==> src/rtl/adder64_acc_stage.sv <==
// Packet accumulator: sums a valid/ready stream of 64-bit operands through adder64 and presents one
// result per packet. Optional signed-overflow tracking is enabled by defining ADDER64_ACC_SOVF_EN.

module adder64 (
    input  logic [63:0] a,
    input  logic [63:0] b,
    input  logic        cin,
    output logic [63:0] s,
    output logic        c64
);
    logic [63:0] g;
    logic [63:0] p;
    logic [16:0] gc;

    assign g     = a & b;
    assign p     = a ^ b;
    assign gc[0] = cin;
    assign c64   = gc[16];

    // 4-bit lookahead groups, group carries rippled between groups
    for (genvar k = 0; k < 16; k++) begin : g_grp
        logic [3:0] c;
        logic       grp_g;
        logic       grp_p;

        assign c[0] = gc[k];
        assign c[1] = g[4*k] | (p[4*k] & c[0]);
        assign c[2] = g[4*k+1] | (p[4*k+1] & g[4*k]) | (p[4*k+1] & p[4*k] & c[0]);
        assign c[3] = g[4*k+2] | (p[4*k+2] & g[4*k+1]) | (p[4*k+2] & p[4*k+1] & g[4*k])
                    | (p[4*k+2] & p[4*k+1] & p[4*k] & c[0]);

        assign grp_g = g[4*k+3] | (p[4*k+3] & g[4*k+2]) | (p[4*k+3] & p[4*k+2] & g[4*k+1])
                     | (p[4*k+3] & p[4*k+2] & p[4*k+1] & g[4*k]);
        assign grp_p = &p[4*k+3 -: 4];
        assign gc[k+1] = grp_g | (grp_p & c[0]);

        assign s[4*k+3 -: 4] = p[4*k+3 -: 4] ^ c;
    end
endmodule

module adder64_acc_stage #(
    parameter int unsigned MAX_TERMS = 16,
    parameter int unsigned CNT_W     = 8
) (
    input  logic             clk,
    input  logic             rst_n,
    input  logic             in_valid,
    output logic             in_ready,
    input  logic [63:0]      in_data,
    input  logic             in_last,
    output logic             out_valid,
    input  logic             out_ready,
    output logic [63:0]      out_sum,
    output logic [CNT_W-1:0] out_carry_cnt,
    output logic [CNT_W-1:0] out_terms,
    output logic             out_trunc,
    output logic             out_sovf
);
    typedef enum logic [1:0] {
        IDLE  = 2'd0,
        ACCUM = 2'd1,
        HOLD  = 2'd2
    } state_t;

    state_t           state, state_next;
    logic [63:0]      acc, acc_next;
    logic [CNT_W-1:0] terms, terms_next;
    logic [CNT_W-1:0] carry_cnt, carry_cnt_next;
    logic             trunc, trunc_next;

    logic [63:0]      adder_a;
    logic [63:0]      sum;
    logic             c64;
    logic             accept;
    logic [CNT_W-1:0] terms_inc;

    // first beat of a packet adds onto zero, so its carry-out is meaningless
    assign adder_a = (state == ACCUM) ? acc : '0;

    adder64 u_adder (
        .a   (adder_a),
        .b   (in_data),
        .cin (1'b0),
        .s   (sum),
        .c64 (c64)
    );

    assign in_ready  = (state != HOLD);
    assign out_valid = (state == HOLD);
    assign accept    = in_valid && in_ready;
    assign terms_inc = (state == IDLE) ? CNT_W'(1) : terms + CNT_W'(1);

    always_comb begin
        state_next     = state;
        acc_next       = acc;
        terms_next     = terms;
        carry_cnt_next = carry_cnt;
        trunc_next     = trunc;
        case (state)
            IDLE, ACCUM: begin
                if (accept) begin
                    acc_next   = sum;
                    terms_next = terms_inc;
                    if (state == IDLE) begin
                        carry_cnt_next = '0;
                    end else if (c64 && (carry_cnt != '1)) begin
                        carry_cnt_next = carry_cnt + CNT_W'(1);
                    end
                    if (in_last || (terms_inc == CNT_W'(MAX_TERMS))) begin
                        state_next = HOLD;
                        trunc_next = !in_last;
                    end else begin
                        state_next = ACCUM;
                    end
                end
            end
            HOLD: begin
                if (out_ready) begin
                    state_next     = IDLE;
                    acc_next       = '0;
                    terms_next     = '0;
                    carry_cnt_next = '0;
                    trunc_next     = 1'b0;
                end
            end
            default: state_next = IDLE;
        endcase
    end

    always_ff @(posedge clk or negedge rst_n) begin
        if (!rst_n) begin
            state     <= IDLE;
            acc       <= '0;
            terms     <= '0;
            carry_cnt <= '0;
            trunc     <= 1'b0;
        end else begin
            state     <= state_next;
            acc       <= acc_next;
            terms     <= terms_next;
            carry_cnt <= carry_cnt_next;
            trunc     <= trunc_next;
        end
    end

    assign out_sum       = acc;
    assign out_carry_cnt = carry_cnt;
    assign out_terms     = terms;
    assign out_trunc     = trunc;

`ifdef ADDER64_ACC_SOVF_EN
    logic sovf, sovf_next;

    always_comb begin
        sovf_next = sovf;
        if (state == HOLD) begin
            if (out_ready) sovf_next = 1'b0;
        end else if (accept && (state == ACCUM)) begin
            if ((acc[63] == in_data[63]) && (sum[63] != acc[63])) sovf_next = 1'b1;
        end
    end

    always_ff @(posedge clk or negedge rst_n) begin
        if (!rst_n) sovf <= 1'b0;
        else        sovf <= sovf_next;
    end

    assign out_sovf = sovf;
`else
    assign out_sovf = 1'b0;
`endif
endmodule

==> config.mk <==
export PLATFORM = sky130hd
export DESIGN_NAME = adder64_acc_stage
export DESIGN_NICKNAME = d
export VERILOG_FILES = /design/src/rtl/adder64_acc_stage.sv
export SDC_FILE = /design/constraint.sdc
export NUM_CORES = 1
export LEC_CHECK = 0
export ABC_AREA = 1
export BUFFER_PORTS_ARGS = -buffer_cell sky130_fd_sc_hd__clkbuf_2
export CELL_PAD_IN_SITES_DETAIL_PLACEMENT = 0
export CELL_PAD_IN_SITES_GLOBAL_PLACEMENT = 1
export CORE_UTILIZATION = 25
export DETAILED_ROUTE_END_ITERATION = 10
export PLACE_DENSITY = 0.55
export SYNTH_ARGS = -nofsm -noshare
export SYNTH_HDL_FRONTEND = slang
export SYNTH_SLANG_ARGS = --single-unit
==> constraint.sdc <==
create_clock -name clk -period 6.7 [get_ports clk]
set_input_delay 0.67 -clock clk [delete_from_list [all_inputs] [get_ports clk]]
set_output_delay 0.67 -clock clk [all_outputs]
set_load 0.01 [all_outputs]
==> results summary, run 1 <==
Across the run, the number of max-cap violations was 0. STA classifies the critical path startpoint as a register. The number of global-route vias before repair is 5879. The startpoint identified for the worst register-to-register timing path is state[0]. The path class of the tightest hold or removal check is input port to asynchronous set/reset pin. The final critical path takes up 72.3% of the cycle. The total detailed-routing wirelength is 18800 um. The peak ir drop on the vdd network is 0.112 mV. The worst slack at placement is 1.84 ns. Setup violations remaining at the end of the flow were counted as 0. The height of the chip came out at 162 um. The worst stage delay on the critical path came out at 0.61 ns. The most critical setup path has its endpoint at out_sum[61]. The number of setup buffers added after CTS is 0.

The final worst clock skew came out at 0.00883 ns. Clock tree synthesis selected as its root buffer the cell sky130_fd_sc_hd__clkbuf_16. The signal arrival time at the worst endpoint is 5.03 ns. Power comes to 2.62 mW.

The aggregate global routing overflow is 0. The cell count after synthesis came out at 820. The total die area is 26400 um2. The transition time at the pin with the least slew margin is 0.925 ns.

In this run the critical register-to-register path is captured at out_sum[61]. The starting utilization of the core area is 25.5%. For the worst-skew pair, the clock arrives at the later sink with an insertion delay of 0.35 ns. The multi-input combinational cells in the finished layout cover a total of 3820 um2.

In this run the cell area measured after placement is 7560 um2. The final count of pins violating max slew came to 0. The number of non-filler instances in the completed layout came out at 1300. Cells with a size suffix above 1 make up 22.0% of the layout. The power density normalized to cell area came out at 333 nW/um2. In this run, post-CTS hold repair placed 0 buffers.

The register-to-register setup slack came out at 1.85 ns. The number of levels the H-tree was split into came out at 3. The hold violation total from the final report is 0. The detailed placer's ending HPWL came out at 13800 um.

Once routing completed, OpenROAD measured the worst setup slack at 1.85 ns. The layout filler cell count came out at 2783. The number of DRC violations after detailed routing came out at 0. The number of rows in the core area came out at 58. The total nets after synthesis came out at 971. The setup path with the least slack is of type register to register. The run finished with clean final reports. The register cell area after layout came out at 2080 um2. The flip-flop and latch count after synthesis is 83.

The CTS clock-pin slew for the worst setup and hold paths is 0.07 ns. The count of flip-flops with a built-in enable after synthesis is 0. The number of warning messages in the yosys log came out at 0. In the final routed layout, each cell accounts on average for 14.4 um. The total iterations of the first detailed-routing run is 4.

The global routing usage summed across all routing layers is 14.9%. Among the stages of the critical path, the cell type that occurs most often is sky130_fd_sc_hd__nand2_4. The number of gates resized after CTS is 0.

The sequential cell area fraction in the yosys report is 32.3%. Leaving out fill and tap cells, the most frequent cell in the layout is sky130_fd_sc_hd__clkbuf_2. The residual antenna-violating net count after detailed routing is 0.

Buffers placed on the I/O ports in this run total 151. The antenna diode count is 0. STA classifies the critical path endpoint as a register. Of all flip-flops after synthesis, the portion carrying an async set or reset was 100%. The most used flip-flop cell after synthesis is sky130_fd_sc_hd__dfrtp_1. The mapped netlist covers 6430 um2. The number of placed instances, taps included came out at 1284. For this run, the post-layout net count is 1116. After routing the design area is 7850 um2.

The die is 162 um wide. The via density per instance is 4.36. Headroom to the max-slew limit came out at 38.2%. The global-route wire length before repair is 30600 um. The number of buffers created by CTS is 9.

The CTS sink count is 83. TritonCTS built the clock tree. The count of routing violations after the opening detailed-route iteration came out at 221. The data required time at the worst endpoint is 6.88 ns. The top cell types in the final layout, fill and taps aside, are 150 x sky130_fd_sc_hd__clkbuf_2, 126 x sky130_fd_sc_hd__nand2_1, 117 x sky130_fd_sc_hd__inv_1, 109 x sky130_fd_sc_hd__nor2_1, 83 x sky130_fd_sc_hd__dfrtp_1. The final critical path time including I/O delays and setup is 4.85 ns. In this run the count of I/O pins placed on the die edge is 153. The count of cell types in the netlist is 36.

The core region is 25200 um2. Tracing the worst setup path back leads to its startpoint at state[0]. The synthesis-to-layout area growth is 22.1%.

Setup repair after global routing left no endpoint under its margin. The standby leakage power is 4.27 nW. The largest fanout on the critical path came out at 39. For this design, the slowest cell found on the critical path is sky130_fd_sc_hd__inv_2.

For the worst flop-to-flop path, the logic depth is 36. The congestion estimate from routability-driven global placement came to 0.761. The achievable clock frequency is 0.206 GHz. The sum of negative setup slack is 0 ns.

The initial antenna violation count came out at 0. The per-instance average area after synthesis came out at 7.84 um2. The pin count of the biggest net entering global routing came out at 46.

The largest buffer count on any clock path is 2. The via count came out at 5673.
## final cells by class
type | count | area share (%)
multi-input cells | 594 | 48.6
flip-flops and latches | 83 | 26.4
repair buffers | 157 | 10.2
inverters | 120 | 5.74
well taps | 330 | 5.26
clock buffers | 14 | 3.23
clock inverters | 2 | 0.446
## layer usage
metal / share of wire (%) / GRT usage [%] / wire length, um / vias to the layer above
met1: 50 / 20.6 / 9420 / 2572
li1: - / - / - / 2995
met4: 1.2 / 4.72 / 221 / 0
met3: 4.0 / 2.57 / 752 / 10
met2: 45 / 23.6 / 8380 / 96
met5: 0 / 0 / 0 / -
## worst max-delay path: cells and delay by family (launching register included)
kind	cells	cell delay (ns)
AO/OA/AOI/OAI	4	0.60
flip-flops	1	0.42
XOR/XNOR	1	0.14
adder cells (fa/ha/maj)	2	0.77
buffers and inverters	2	0.72
AND/OR/NAND/NOR	27	1.99
## cells by family (layout without fill, tap and decap cells)
group                      count (synthesis)  after routing  synth area share [%]
AOI/OAI and AO/OA                        152            152                  13.9
xor gates and xnor gates                  19             19                  2.59
adders and majority gates                 82             82                  17.8
buffers and inverters                    143            293                  8.42
DFF                                       83             83                  32.3
other                                      1              1                0.0583
and+or+nand+nor                          340            340                  24.9
## state kept, by name, indices dropped and copies added, names as in the netlist
name / flops
out_trunc: 1
out_terms: 8
state: 2
out_sum: 64
out_carry_cnt: 8
## cell usage after synthesis, types with 6 or more instances
master,count,area (um2)
sky130_fd_sc_hd__a21o_1,9,67.6
sky130_fd_sc_hd__nand3_1,39,195
sky130_fd_sc_hd__nand2_1,126,473
sky130_fd_sc_hd__inv_1,119,447
sky130_fd_sc_hd__fa_1,16,320
sky130_fd_sc_hd__ha_1,66,826
sky130_fd_sc_hd__a21oi_1,40,200
sky130_fd_sc_hd__nor2_1,110,413
sky130_fd_sc_hd__o21ai_0,42,210
sky130_fd_sc_hd__nor3_1,18,90.1
sky130_fd_sc_hd__xnor2_1,16,140
sky130_fd_sc_hd__nand2_4,27,304
sky130_fd_sc_hd__clkbuf_1,19,71.3
sky130_fd_sc_hd__dfrtp_1,83,2080
sky130_fd_sc_hd__o22ai_1,39,244
sky130_fd_sc_hd__a32o_1,6,60.1
## per-stage QoR
step,utilization [%],hold slack [ns]
2_1_floorplan,-,0.374
4_1_cts,31.2,0.374
6_report,31.2,0.347
3_3_place_gp,30.0,0.528
5_1_grt,31.2,0.396
3_5_place_dp,30.0,0.527
## power breakdown
part	switching (mW)	leakage, nW	internal, mW
Combinational	0.787	3.05	0.463
Sequential	0.140	1.07	0.703
Clock	0.222	0.141	0.300
Total	1.15	4.27	1.47
## worst min path at each step
stage                startpoint               end  slack (ns)
6_report                  rst_n       out_sum[22]        0.35
5_1_grt                   rst_n       out_sum[22]        0.40
4_1_cts                   rst_n       out_sum[23]        0.37
3_5_place_dp   out_carry_cnt[3]  out_carry_cnt[3]        0.53
3_3_place_gp   out_carry_cnt[3]  out_carry_cnt[3]        0.53
2_1_floorplan             rst_n  out_carry_cnt[0]        0.37
(Power assumes the default switching activity.)
==> run 2: changes to the inputs <==
- clock period: 6.7 -> 4.97 ns (I/O delays scaled with it)
==> run 2 against run 1 <==
Against the previous run: total power increased by 38%; sequential power up 35%; critical endpoint unchanged; die area is the same; fmax is 8.0% higher; sequential share of layout area shrank 0.26 points; global-route usage about the same.
==> results summary, run 2 (synthesis results as in run 1) <==
The flow ran to the end, and the final reports show no timing, DRC or antenna violations. The total power after layout is 3.62 mW. The register cell area after layout came out at 2080 um2. After the last flow step, the layout net total stands at 1120. The register-to-register setup slack came out at 0.48 ns. Dividing the detail-routed via count by the number of cells gives 4.43. In the routed design, unresolved DRC markers number 0. Setup repair after global routing left no endpoint under its margin. The filler cells instantiated in the layout total 2757.

The number of global-route vias before repair is 5874. Of the cells placed in the final design, the portion with a size suffix greater than 1 is 22.7%. The number of gates resized after CTS is 0. The clock arrives with 0.0109 ns of skew. The root cell of the clock tree is sky130_fd_sc_hd__clkbuf_16. The count of routing violations after the opening detailed-route iteration is 212. The initial antenna violation count came out at 0. The register with the most flip-flops in the layout has 64 of them.

The post-CTS setup repair buffer count came out at 0. The residual antenna-violating net count after detailed routing came out at 0. The worst slack at placement came out at 0.447 ns. The total detailed-routing wirelength is 18900 um. The most frequent cell on the critical path is sky130_fd_sc_hd__nand2_4. The floorplan has 58 rows. The signal arrival time at the worst endpoint came out at 4.68 ns. The total iterations of the first detailed-routing run came out at 4. 0 antenna diodes ended up in the layout.

The placeable core region came out at 25200 um2. The wire length on met1 came out at 9130 um. In the final layout, the multi-input gates occupy 3820 um2. The final count of pins violating max slew came to 0.

The synthesis-to-layout area growth came out at 23.3%. The post-layout worst setup margin came out at 0.482 ns. The largest individual stage delay along the critical path comes from the cell sky130_fd_sc_hd__dfrtp_1.

The number of placed instances, taps included is 1288. The global-route wire length before repair is 30800 um. The type of element launching the critical path is a register.

The final period utilization came out at 90.3%. The final setup violation count came out at 0. TritonCTS created 9 clock buffers. The last weighted congestion value of the routability-driven placer came out at 0.753.

The die boundary width is 162 um. The post-cts hold buffer count came out at 0. The highest metal layer carrying signal wires in the routed design is met4.

The power density normalized to cell area came out at 456 nW/um2. The worst pin sits at a relative slew slack of 47.0%. The worst flop-to-flop path endpoint is out_sum[61].

The worst setup path is captured at a register. Summed over all layers, the global routing overflow is 0. The CTS clock-pin slew for the worst setup and hold paths is 0.07 ns. The setup path with the least slack is of type register to register.

The routed length on met2 is 8810 um. For this design the top-level I/O count stands at 153. The classification of the worst-slack hold path is input port to asynchronous set/reset pin.

The transition time at the pin with the least slew margin came out at 0.793 ns. The routed design could run at a clock period as short as 4.49 ns. The achievable clock frequency is 0.223 GHz. In this run the worst path has a maximum fanout of 24. The data required time at the worst endpoint is 5.17 ns. The standby leakage power is 4.31 nW. The height of the chip is 162 um. Across the VDD grid, the largest voltage drop is 0.141 mV. The global routing usage summed across all routing layers is 14.9%. The most common library cell in the layout ignoring fill and taps is sky130_fd_sc_hd__clkbuf_2. Leaving out fill and tap cells, the most frequent cells in the layout are 150 x sky130_fd_sc_hd__clkbuf_2, 126 x sky130_fd_sc_hd__nand2_1, 117 x sky130_fd_sc_hd__inv_1, 109 x sky130_fd_sc_hd__nor2_1, 83 x sky130_fd_sc_hd__dfrtp_1. The number of port buffers is 151. The detailed placer's ending HPWL is 14000 um. The largest buffer count on any clock path came out at 2. The latest clock arrival within the worst-skew pair came out at 0.35 ns. The CTS sink count is 83. The number of maximum-capacitance constraint violations is 0. The detailed route wirelength on metal3 came out at 771 um. Counting cells, the worst reg-to-reg path comes to 39.

The starting utilization of the core area came out at 25.5%. The number of levels the H-tree was split into came out at 3. The sum of negative setup slack is 0 ns.

The routed layout has 5777 vias. TritonCTS built the clock tree. Entering global routing, the biggest net connects 53 pins. The die covers 26400 um2. The launching point of the worst reg2reg path is state[0]. The average detailed-routed wire length per instance is 14.5 um.

The largest single stage delay on the critical path is 0.41 ns. The hold violation total from the final report was 0. The number of non-filler instances in the completed layout is 1304.
==> run 2: changes by cell type in the layout (fill, tap and decap cells not counted), sizes merged <==
| cell | before | now |
|---|---|---|
| clkinv | 1 | 2 |
| buf | 7 | 11 |
| bufinv | 1 | 2 |
| clkbuf | 164 | 161 |
| clkinvlp | 0 | 1 |
==> run 2: routing by layer <==
layer	global-route usage [%]	up-vias
met5	0	-
met4	3.99	0
met3	2.83	8
met2	25.1	99
met1	19.5	2685
li1	-	2985
==> run 2: final cells by class <==
class | count | area share (%)
clock buffers | 11 | 3.19
clock inverters | 5 | 1.07
inverters | 120 | 5.68
multi-input cells | 594 | 48.2
flip-flops and latches | 83 | 26.2
well taps | 330 | 5.21
repair buffers | 161 | 10.5
==> run 2: worst max path at each step <==
stage              from     endpoint  slack (ns)  cells after the start
2_1_floorplan  state[0]  out_sum[61]        0.70                     36
5_1_grt        state[0]  out_sum[61]        0.04                     39
6_report       state[0]  out_sum[61]        0.48                     39
3_3_place_gp   state[0]  out_sum[61]        0.49                     39
3_5_place_dp   state[0]  out_sum[61]        0.45                     36
4_1_cts        state[0]  out_sum[61]        0.41                     39
==> run 2: report_power, final <==
part,internal (mW),switching [mW]
logic,0.633,1.06
registers,0.948,0.192
clock network,0.471,0.311
==> run 2: critical path, delay by kind of cell, from the launching register on <==
family / cells / cell delay, ns
buffers and inverters: 2 / 0.48
and+or+nand+nor: 33 / 2.43
DFF: 1 / 0.41
AOI/OAI and AO/OA: 1 / 0.09
xor gates and xnor gates: 1 / 0.14
adders and majority gates: 2 / 0.73
==> run 2: stage by stage <==
step,hold slack (ns),utilization (%),instance area [um2]
CTS,0.240,31.5,7930
finish,0.214,31.5,7930
global route,0.263,31.5,7930
global placement,0.525,30.2,7590
detailed placement,0.529,30.2,7590
floorplan,0.201,-,6430
